**src/rtl/fetch_branch_predictor.sv**
```systemverilog
// Fetch-side 2-bit BHT predictor with an in-order queue of in-flight predictions; PRED_STATS_EN adds retire stats.
// Latency: prediction is combinational at fetch; BHT training and queue updates land on the next clk edge.
// Backpressure: fetch_stall while DEPTH predictions are pending; a same-cycle writeback retire frees the slot.
module fetch_branch_predictor #(
  parameter int IDX_BITS = 4,
  parameter int DEPTH    = 4
) (
  input  logic                         clk,
  input  logic                         rst,
  input  logic                         fetch_valid,
  input  logic [15:0]                  fetch_pc,
  input  logic [15:0]                  fetch_ir,
  output logic                         fetch_stall,
  output logic                         predict_taken,
  output logic [15:0]                  predict_target,
  input  logic                         wb_valid,
  input  logic                         wb_is_branch,
  input  logic                         wb_taken,
  input  logic                         wb_squash,
  output logic                         branch_predict_status,
  output logic [$clog2(DEPTH+1)-1:0]   pending_count
`ifdef PRED_STATS_EN
  ,
  output logic [15:0]                  stat_branches,
  output logic [15:0]                  stat_mispredicts
`endif
);

  localparam int CW   = $clog2(DEPTH + 1);
  localparam int PW   = $clog2(DEPTH);
  localparam int NENT = 1 << IDX_BITS;
  localparam logic [CW-1:0] FULL = CW'(DEPTH);

  logic [1:0]          bht   [NENT];
  logic [IDX_BITS-1:0] q_idx [DEPTH];
  logic                q_pred[DEPTH];
  logic [PW-1:0]       head, tail;

  logic                is_br, pop, push;
  logic [IDX_BITS-1:0] fetch_idx, train_idx;
  logic [1:0]          fetch_ctr, train_ctr, train_nxt;
  logic [15:0]         seq_pc, br_off;

  assign is_br          = fetch_valid && (fetch_ir[15:12] == 4'b0000) && (fetch_ir != 16'h0000);
  assign fetch_idx      = fetch_pc[IDX_BITS:1];
  assign fetch_ctr      = bht[fetch_idx];
  assign predict_taken  = is_br && fetch_ctr[1];
  assign seq_pc         = fetch_pc + 16'd2;
  assign br_off         = {{6{fetch_ir[8]}}, fetch_ir[8:0], 1'b0};
  assign predict_target = predict_taken ? (seq_pc + br_off) : seq_pc;

  assign fetch_stall = (pending_count == FULL);
  assign pop         = wb_valid && wb_is_branch && (pending_count != '0);
  // A retiring branch frees its slot in the same cycle, so a full queue can still accept.
  assign push        = is_br && (!fetch_stall || pop) && !wb_squash;

  assign branch_predict_status = (pending_count != '0) && q_pred[head];

  assign train_idx = q_idx[head];
  assign train_ctr = bht[train_idx];

  always_comb begin
    train_nxt = train_ctr;
    if (wb_taken && (train_ctr != 2'b11))
      train_nxt = train_ctr + 2'b01;
    else if (!wb_taken && (train_ctr != 2'b00))
      train_nxt = train_ctr - 2'b01;
  end

  always_ff @(posedge clk) begin
    if (rst) begin
      for (int i = 0; i < NENT; i++) bht[i] <= 2'b01;
      head          <= '0;
      tail          <= '0;
      pending_count <= '0;
    end else begin
      if (pop) begin
        bht[train_idx] <= train_nxt;
        head           <= head + PW'(1);
      end
      if (push) tail <= tail + PW'(1);
      // Squash throws away every younger entry; restart both pointers from slot 0.
      if (wb_squash) begin
        head          <= '0;
        tail          <= '0;
        pending_count <= '0;
      end else if (push && !pop) begin
        pending_count <= pending_count + CW'(1);
      end else if (pop && !push) begin
        pending_count <= pending_count - CW'(1);
      end
    end
  end

  always_ff @(posedge clk) begin
    if (!rst && push) begin
      q_idx[tail]  <= fetch_idx;
      q_pred[tail] <= predict_taken;
    end
  end

`ifdef PRED_STATS_EN
  always_ff @(posedge clk) begin
    if (rst) begin
      stat_branches    <= '0;
      stat_mispredicts <= '0;
    end else if (pop) begin
      if (stat_branches != 16'hFFFF) stat_branches <= stat_branches + 16'd1;
      if ((q_pred[head] != wb_taken) && (stat_mispredicts != 16'hFFFF))
        stat_mispredicts <= stat_mispredicts + 16'd1;
    end
  end
`endif

endmodule

```
**config.mk**
```make
export PLATFORM = sky130hd
export DESIGN_NAME = fetch_branch_predictor
export DESIGN_NICKNAME = d
export VERILOG_FILES = /design/src/rtl/fetch_branch_predictor.sv
export SDC_FILE = /design/constraint.sdc
export NUM_CORES = 1
export LEC_CHECK = 0
export ABC_AREA = 0
export BUFFER_PORTS_ARGS = -buffer_cell sky130_fd_sc_hd__buf_4
export CAP_MARGIN = 20
export CORE_MARGIN = 2
export CORE_UTILIZATION = 37
export DETAILED_ROUTE_END_ITERATION = 7
export PLACE_DENSITY = 0.69
export SLEW_MARGIN = 20
export SYNTH_ARGS = -nofsm -noshare
export SYNTH_HDL_FRONTEND = slang
export SYNTH_SLANG_ARGS = --single-unit
```
**constraint.sdc**
```tcl
create_clock -name clk -period 2.9 [get_ports clk]
set_input_delay 0.29 -clock clk [delete_from_list [all_inputs] [get_ports clk]]
set_output_delay 0.29 -clock clk [all_outputs]
set_load 0.01 [all_outputs]
```
==> summary.txt, run 1 <==
Run status
  • Status: complete, but fails checks
  • Failing checks: negative setup slack

Logic synthesis
  • Synth top area share: 36.3%
  • Area contributors post-synth: edfxtp_1 36%, ha_1 7.3%, mux4_2 6.3%, dfxtp_1 4.2%, nand2_1 3.7%
  • Unique cell type count in the Yosys netlist: 56
  • Async SR Flop Fraction: 0%
  • Top_reg_cell synth: edfxtp_1
  • Yosys reg bits: 61
  • Most common cell in the netlist: edfxtp_1
  • Synth Instances: 420
  • Post-synthesis area per instance: 10.2 um2
  • Ys Warns: 0
  • Syn nets: 486
  • Sequential cell area fraction in the yosys report: 40.5%
  • Synth cell count leaders: 52 x edfxtp_1, 42 x nand2_1, 40 x nor2_1
  • Synth Cell Area: 0.00430 mm2
  • Number of flops mapped to enable cells by yosys: 52
  • Yosys top cell by area: edfxtp_1

Placed design
  • Port bufs: 58
  • Worst slack, placed: -0.249 ns
  • Placer Congestion: 0.918
  • Area after DPL: 0.00525 mm2
  • Post-DP HPWL: 8.23 mm

Clocking
  • Clock transition at path regs: 0.05 ns
  • Clock Path Buffers: 2
  • Root Driver: clkbuf_16
  • CTS buffer count: 9
  • CTS Hold Bufs: 0
  • H-Tree Depth: 3
  • CTS tree: done
  • CTS Sinks: 61
  • Clock latency on the worst-skew pair: 0.33 ns

Die
  • Die Area: 0.0125 mm2
  • Vert. Die Dim: 112 um
  • Core Footprint: 0.0114 mm2
  • Starting Density: 37.8%
  • Io pins: 61
  • Cell row count: 39
  • Die W: 112 um

Drt
  • DR pass1 iterations: 8
  • Routed via count: 3736
  • Post-route DRC: 0
  • Total wire length: 11.6 mm
  • Final ANT Viol Nets: 0
  • Starting DRT DRC Count: 260
  • Avg Vias per Cell: 5.49
  • WL/cell: 17.1 um

Critical path
  • Arr. time, crit path: 2.83 ns
  • CP max-delay cell: a311oi_2
  • CP peak stage delay: 0.38 ns
  • WS Path Type: primary input to output port
  • Critical path startpoint category: primary input
  • Crit. End Element: output port
  • CP max FO: 4
  • Worst Path Required: 2.61 ns
  • Crit path buf inv count: 5
  • Crit-path cells: buf_6 > and3_4 > and3_4 > buf_8 > nand3_4 > xnor2_4 > buf_4 > ha_4 > nand2_1 > a311oi_2 > buf_4 > nor3_4 > xnor2_1 > mux2_4 > buf_6
  • Worst path top cell family by delay: buffers and inverters

Timing
  • Slew @ Worst Pin: 0.604 ns
  • RSZ-0062 raised after global routing: yes
  • Final-report hold violation count: 0
  • Setup ws final: -0.216 ns
  • Final Max Tran Viols: 0
  • Final setup violation count: 27
  • Setup TNS: -2.30 ns
  • Max-slew headroom: 59.4%
  • Max Clock Skew: 0.00552 ns
  • Max Freq: 0.321 GHz
  • Fin crit share: 107%
  • Crit path time final: 3.12 ns

Worst hold path
  • HP Class: primary input to flip-flop

Final layout
  • Share of cells above drive strength 1: 40.5%
  • Area grow syn2layout: 43.1%
  • Layout Nets: 600
  • Fin util: 54.1%
  • Post-route cell area: 0.00616 mm2
  • Ant. Diodes: 0

Power
  • P_leak: 2.43 nW
  • VDD IR-drop max: 0.000242 V
  • PwrDens: 388 mW/mm2

Global route
  • Largest net degree at the start of global routing: 26
  • Initial antenna violation count: 0
  • First-pass GRT wire length: 17.8 mm
  • Vias in the first global route: 3761
  • Overflow after GRT: 0
  • Total GRT Usage: 17.9%

Run
  • Max-Cap Viols: 0
==> layout make-up <==
type                            instances  area (um2)
Fill cell                             936        5210
Multi-Input combinational cell        320        2870
Sequential cell                        61        1750
Timing Repair Buffer                  119        1020
Clock buffer                           11         233
Tap cell                              143         179
Inverter                               23        86.3
Clock inverter                          4        16.3
==> per-stage QoR <==
step	hold slack, ns	cells	total power, mW
2_1_floorplan	0.389	420	1.20
3_3_place_gp	0.470	653	1.37
3_5_place_dp	0.515	653	1.38
4_1_cts	0.300	674	2.32
5_1_grt	0.325	681	2.48
6_report	0.325	681	2.39
==> timing repair <==
action / 4_1_cts / 5_1_grt
gates resized for setup: 48 / 56
setup buffers: 6 / 8
setup endpoints to repair: 40 / 40
pin swaps: 20 / 35
==> layer usage <==
layer,wire (um),up-vias,GRT usage (%)
li1,-,1766,-
met3,454,34,4.35
met2,6280,93,32.8
met5,0,-,0
met4,350,0,6.42
met1,4550,1843,20.3
==> power by group <==
group,internal [mW],switching (mW)
registers,0.958,0.00712
logic,0.274,0.251
clock network,0.561,0.340
==> layout by cell type (no fill, tap or decap), types with 5 or more instances in the layout <==
| master | count |
|---|---|
| xnor2_2 | 5 |
| ha_4 | 9 |
| dfxtp_1 | 8 |
| buf_4 | 99 |
| mux2i_1 | 11 |
| xor2_1 | 7 |
| buf_12 | 5 |
| nand4_1 | 5 |
| edfxtp_1 | 52 |
| mux4_2 | 12 |
| nand3_1 | 21 |
| or2_2 | 7 |
| nand2b_1 | 14 |
| clkbuf_16 | 9 |
| o21ai_0 | 10 |
| nor2b_1 | 5 |
| nor2_1 | 39 |
| ha_1 | 12 |
| xnor2_1 | 9 |
| a21oi_1 | 6 |
| buf_6 | 12 |
| nand2_1 | 38 |
| inv_1 | 21 |
| a21o_1 | 7 |
==> sequential cells by signal (all words and copies together) (netlist names), named ones only <==
register,flops
head,2
q_idx,16
pending_count,3
tail,2
bht,32
q_pred,4
==> kinds of logic after synthesis <==
kind of cell / share of synthesized area (%)
muxes: 11.8
AOI/OAI and AO/OA: 9.63
xor gates and xnor gates: 6.05
and+or+nand+nor: 19.8
DFF: 40.5
adders and majority gates: 8.20
buffers and inverters: 4.04
==> path summary, 6_finish.rpt <==
check,startpoint,cells after the start,endpoint,slack (ns)
max,fetch_pc[4],15,predict_target[13],-0.22
min,fetch_pc[4],2,q_idx[2][3],0.33
max reg2reg,flip-flop,12,bht[11][1],-0.14
min reg2reg,head[1],2,head[1],0.53
(Power assumes the default switching activity.)
==> run 2: changes to the inputs <==
- GPL_ROUTABILITY_DRIVEN: default -> 0
- clock period: 2.9 -> 2.6 ns (I/O delays scaled with it)
==> summary.txt, run 2 (synthesis gave the netlist of run 1 again) <==
Run status
  • Status: complete, but fails checks
  • Failing checks: negative setup slack

Final layout
  • Layout Nets: 653
  • Area grow syn2layout: 65.4%
  • Post-route cell area: 0.00711 mm2
  • Share of cells above drive strength 1: 56.8%
  • Most frequent cells in the layout: 136 x buf_4, 52 x edfxtp_1, 29 x nor2_1
  • Largest registers: bht (32), q_idx (16), q_pred (4)
  • Max FFs per register: 32
  • Post-Layout Cell Count: 735
  • Ant. Diodes: 0
  • Commonest non-fill, non-tap cell in the layout: buf_4
  • Top reg by flops: bht

Power
  • Internal: 2.28 mW
  • Flop pwr share: 35.0%
  • Clock power share: 41.1%
  • Net Sw Power: 0.791 mW
  • PwrDens: 432 mW/mm2
  • P_leak: 2.80 nW
  • VDD IR-drop max: 0.000328 V
  • Comb power frac: 23.9%
  • Switching share of power: 25.8%

Placed design
  • Number of instances in the placed design: 675
  • Port bufs: 58
  • Post-DP HPWL: 8.34 mm
  • Worst slack, placed: -0.604 ns
  • Area after DPL: 0.00545 mm2

Timing
  • Crit path time final: 3.20 ns
  • Max-slew headroom: 56.0%
  • Max Freq: 0.313 GHz
  • Slew @ Worst Pin: 0.658 ns
  • Final setup violation count: 47
  • Final-report hold violation count: 0
  • Fin crit share: 123%
  • RSZ-0062 raised after global routing: yes
  • Max Clock Skew: 0.00545 ns
  • Worst hold slack: 0.309 ns
  • Final Max Tran Viols: 0
  • Setup ws final: -0.599 ns

Clocking
  • CTS Sinks: 61
  • CTS tree: done
  • Clock latency on the worst-skew pair: 0.33 ns
  • H-Tree Depth: 3
  • Clock Path Buffers: 2
  • CTS Hold Bufs: 0
  • Root Driver: clkbuf_16
  • Clock transition at path regs: 0.05 ns
  • CTS buffer count: 9

Critical path
  • Crit. End Element: flip-flop
  • Crit-path cells: buf_4 > mux4_2 > nor2b_1 > a22oi_2 > and3_1 > nor2_2 > inv_2 > ha_4 > o21bai_1 > a41oi_2 > a22o_4 > buf_12 > nor3_4
  • CP max FO: 8
  • CP max-delay cell: mux4_2
  • Arr. time, crit path: 3.38 ns
  • Worst Path Required: 2.78 ns
  • WS Path Type: flip-flop to flip-flop
  • CP peak stage delay: 0.60 ns
  • Crit path buf inv count: 3
  • Critical path startpoint category: flip-flop
  • Worst path top cell family by delay: simple AND/OR/NAND/NOR gates
  • Setup slack, reg-to-reg: -0.60 ns

Die
  • Die Area: 0.0125 mm2
  • Cell row count: 39
  • Core Footprint: 0.0114 mm2
  • Die W: 112 um
  • Io pins: 61
  • Starting Density: 37.8%
  • Vert. Die Dim: 112 um

Global route
  • Total GRT Usage: 19.8%
  • Overflow after GRT: 0
  • Largest net degree at the start of global routing: 21
  • Vias in the first global route: 4001
  • First-pass GRT wire length: 19.5 mm
  • Initial antenna violation count: 0

Drt
  • Avg Vias per Cell: 5.63
  • DR pass1 iterations: 5
  • Starting DRT DRC Count: 173
  • WL/cell: 19.6 um
  • Total wire length: 14.4 mm
  • Routed via count: 4137
  • Final ANT Viol Nets: 0
  • Post-route DRC: 0

Run
  • Max-Cap Viols: 0

Worst hold path
  • HP Class: primary input to flip-flop
-- run 2: cell types whose count changed in the layout (fill, tap and decap cells not counted), sizes merged --
cell	before	now
clkbuf	11	10
buf	119	170
clkinvlp	0	1
bufinv	0	2
mux4	13	14
-- run 2: worst reg2reg max path: stages, from the launching register on --
cell,delay [ns]
dfxtp_4,0.37
buf_4,0.13
mux4_2,0.60
nor2b_1,0.29
a22oi_2,0.15
and3_1,0.21
nor2_2,0.15
inv_2,0.07
ha_4,0.24
o21bai_1,0.17
a41oi_2,0.07
a22o_4,0.30
buf_12,0.15
nor3_4,0.16
-- run 2: layout make-up --
type / count / area [um2]
Multi-Input combinational cell: 321 / 3240
Clock inverter: 7 / 90.1
Clock buffer: 9 / 225
Tap cell: 143 / 179
Timing Repair Buffer: 171 / 1530
Sequential cell: 61 / 1750
Inverter: 23 / 93.8
Fill cell: 793 / 4260
-- run 2: repair_timing --
action                     CTS  global route
setup endpoints to repair   47            50
setup buffers               20            21
resized for setup          113            94
cloned                       4             2
hold endpoints to repair     0             0
pin swaps                   48            51
-- run 2: through the flow --
step | TNS [ns] | power, mW | utilization, %
after floorplan | -10.49 | 1.35 | -
after CTS | -15.34 | 2.94 | 57.2
after detailed placement | -17.68 | 1.57 | 48.0
after global placement | -14.60 | 1.56 | 48.0
after global routing | -22.84 | 3.16 | 62.6
final | -18.87 | 3.07 | 62.6
-- run 2: final timing paths --
path,start,to,cells past startpoint
worst max-delay path,flip-flop,bht[12][1],13
worst min-delay path,wb_squash,flip-flop,3
worst max register to register,flip-flop,bht[12][1],13
worst min register to register,head[1],head[1],2
-- run 2: power groups by stage --
stage               Sequential [mW]  Combinational, mW  Clock, mW
global placement               1.10              0.461          0
floorplan                      1.09              0.258          0
CTS                            1.07              0.591       1.27
global route                   1.07              0.774       1.31
detailed placement             1.10              0.472          0
finish                         1.08              0.733       1.26
-- run 2: routing by layer --
metal  global-route usage [%]  up-vias  part of all wire [%]
met5                        0        -                     0
met4                     7.08        0                   2.8
met3                     3.86       43                   5.3
met2                     34.9      139                    52
met1                     24.2     2077                    39
li1                         -     1878                     -
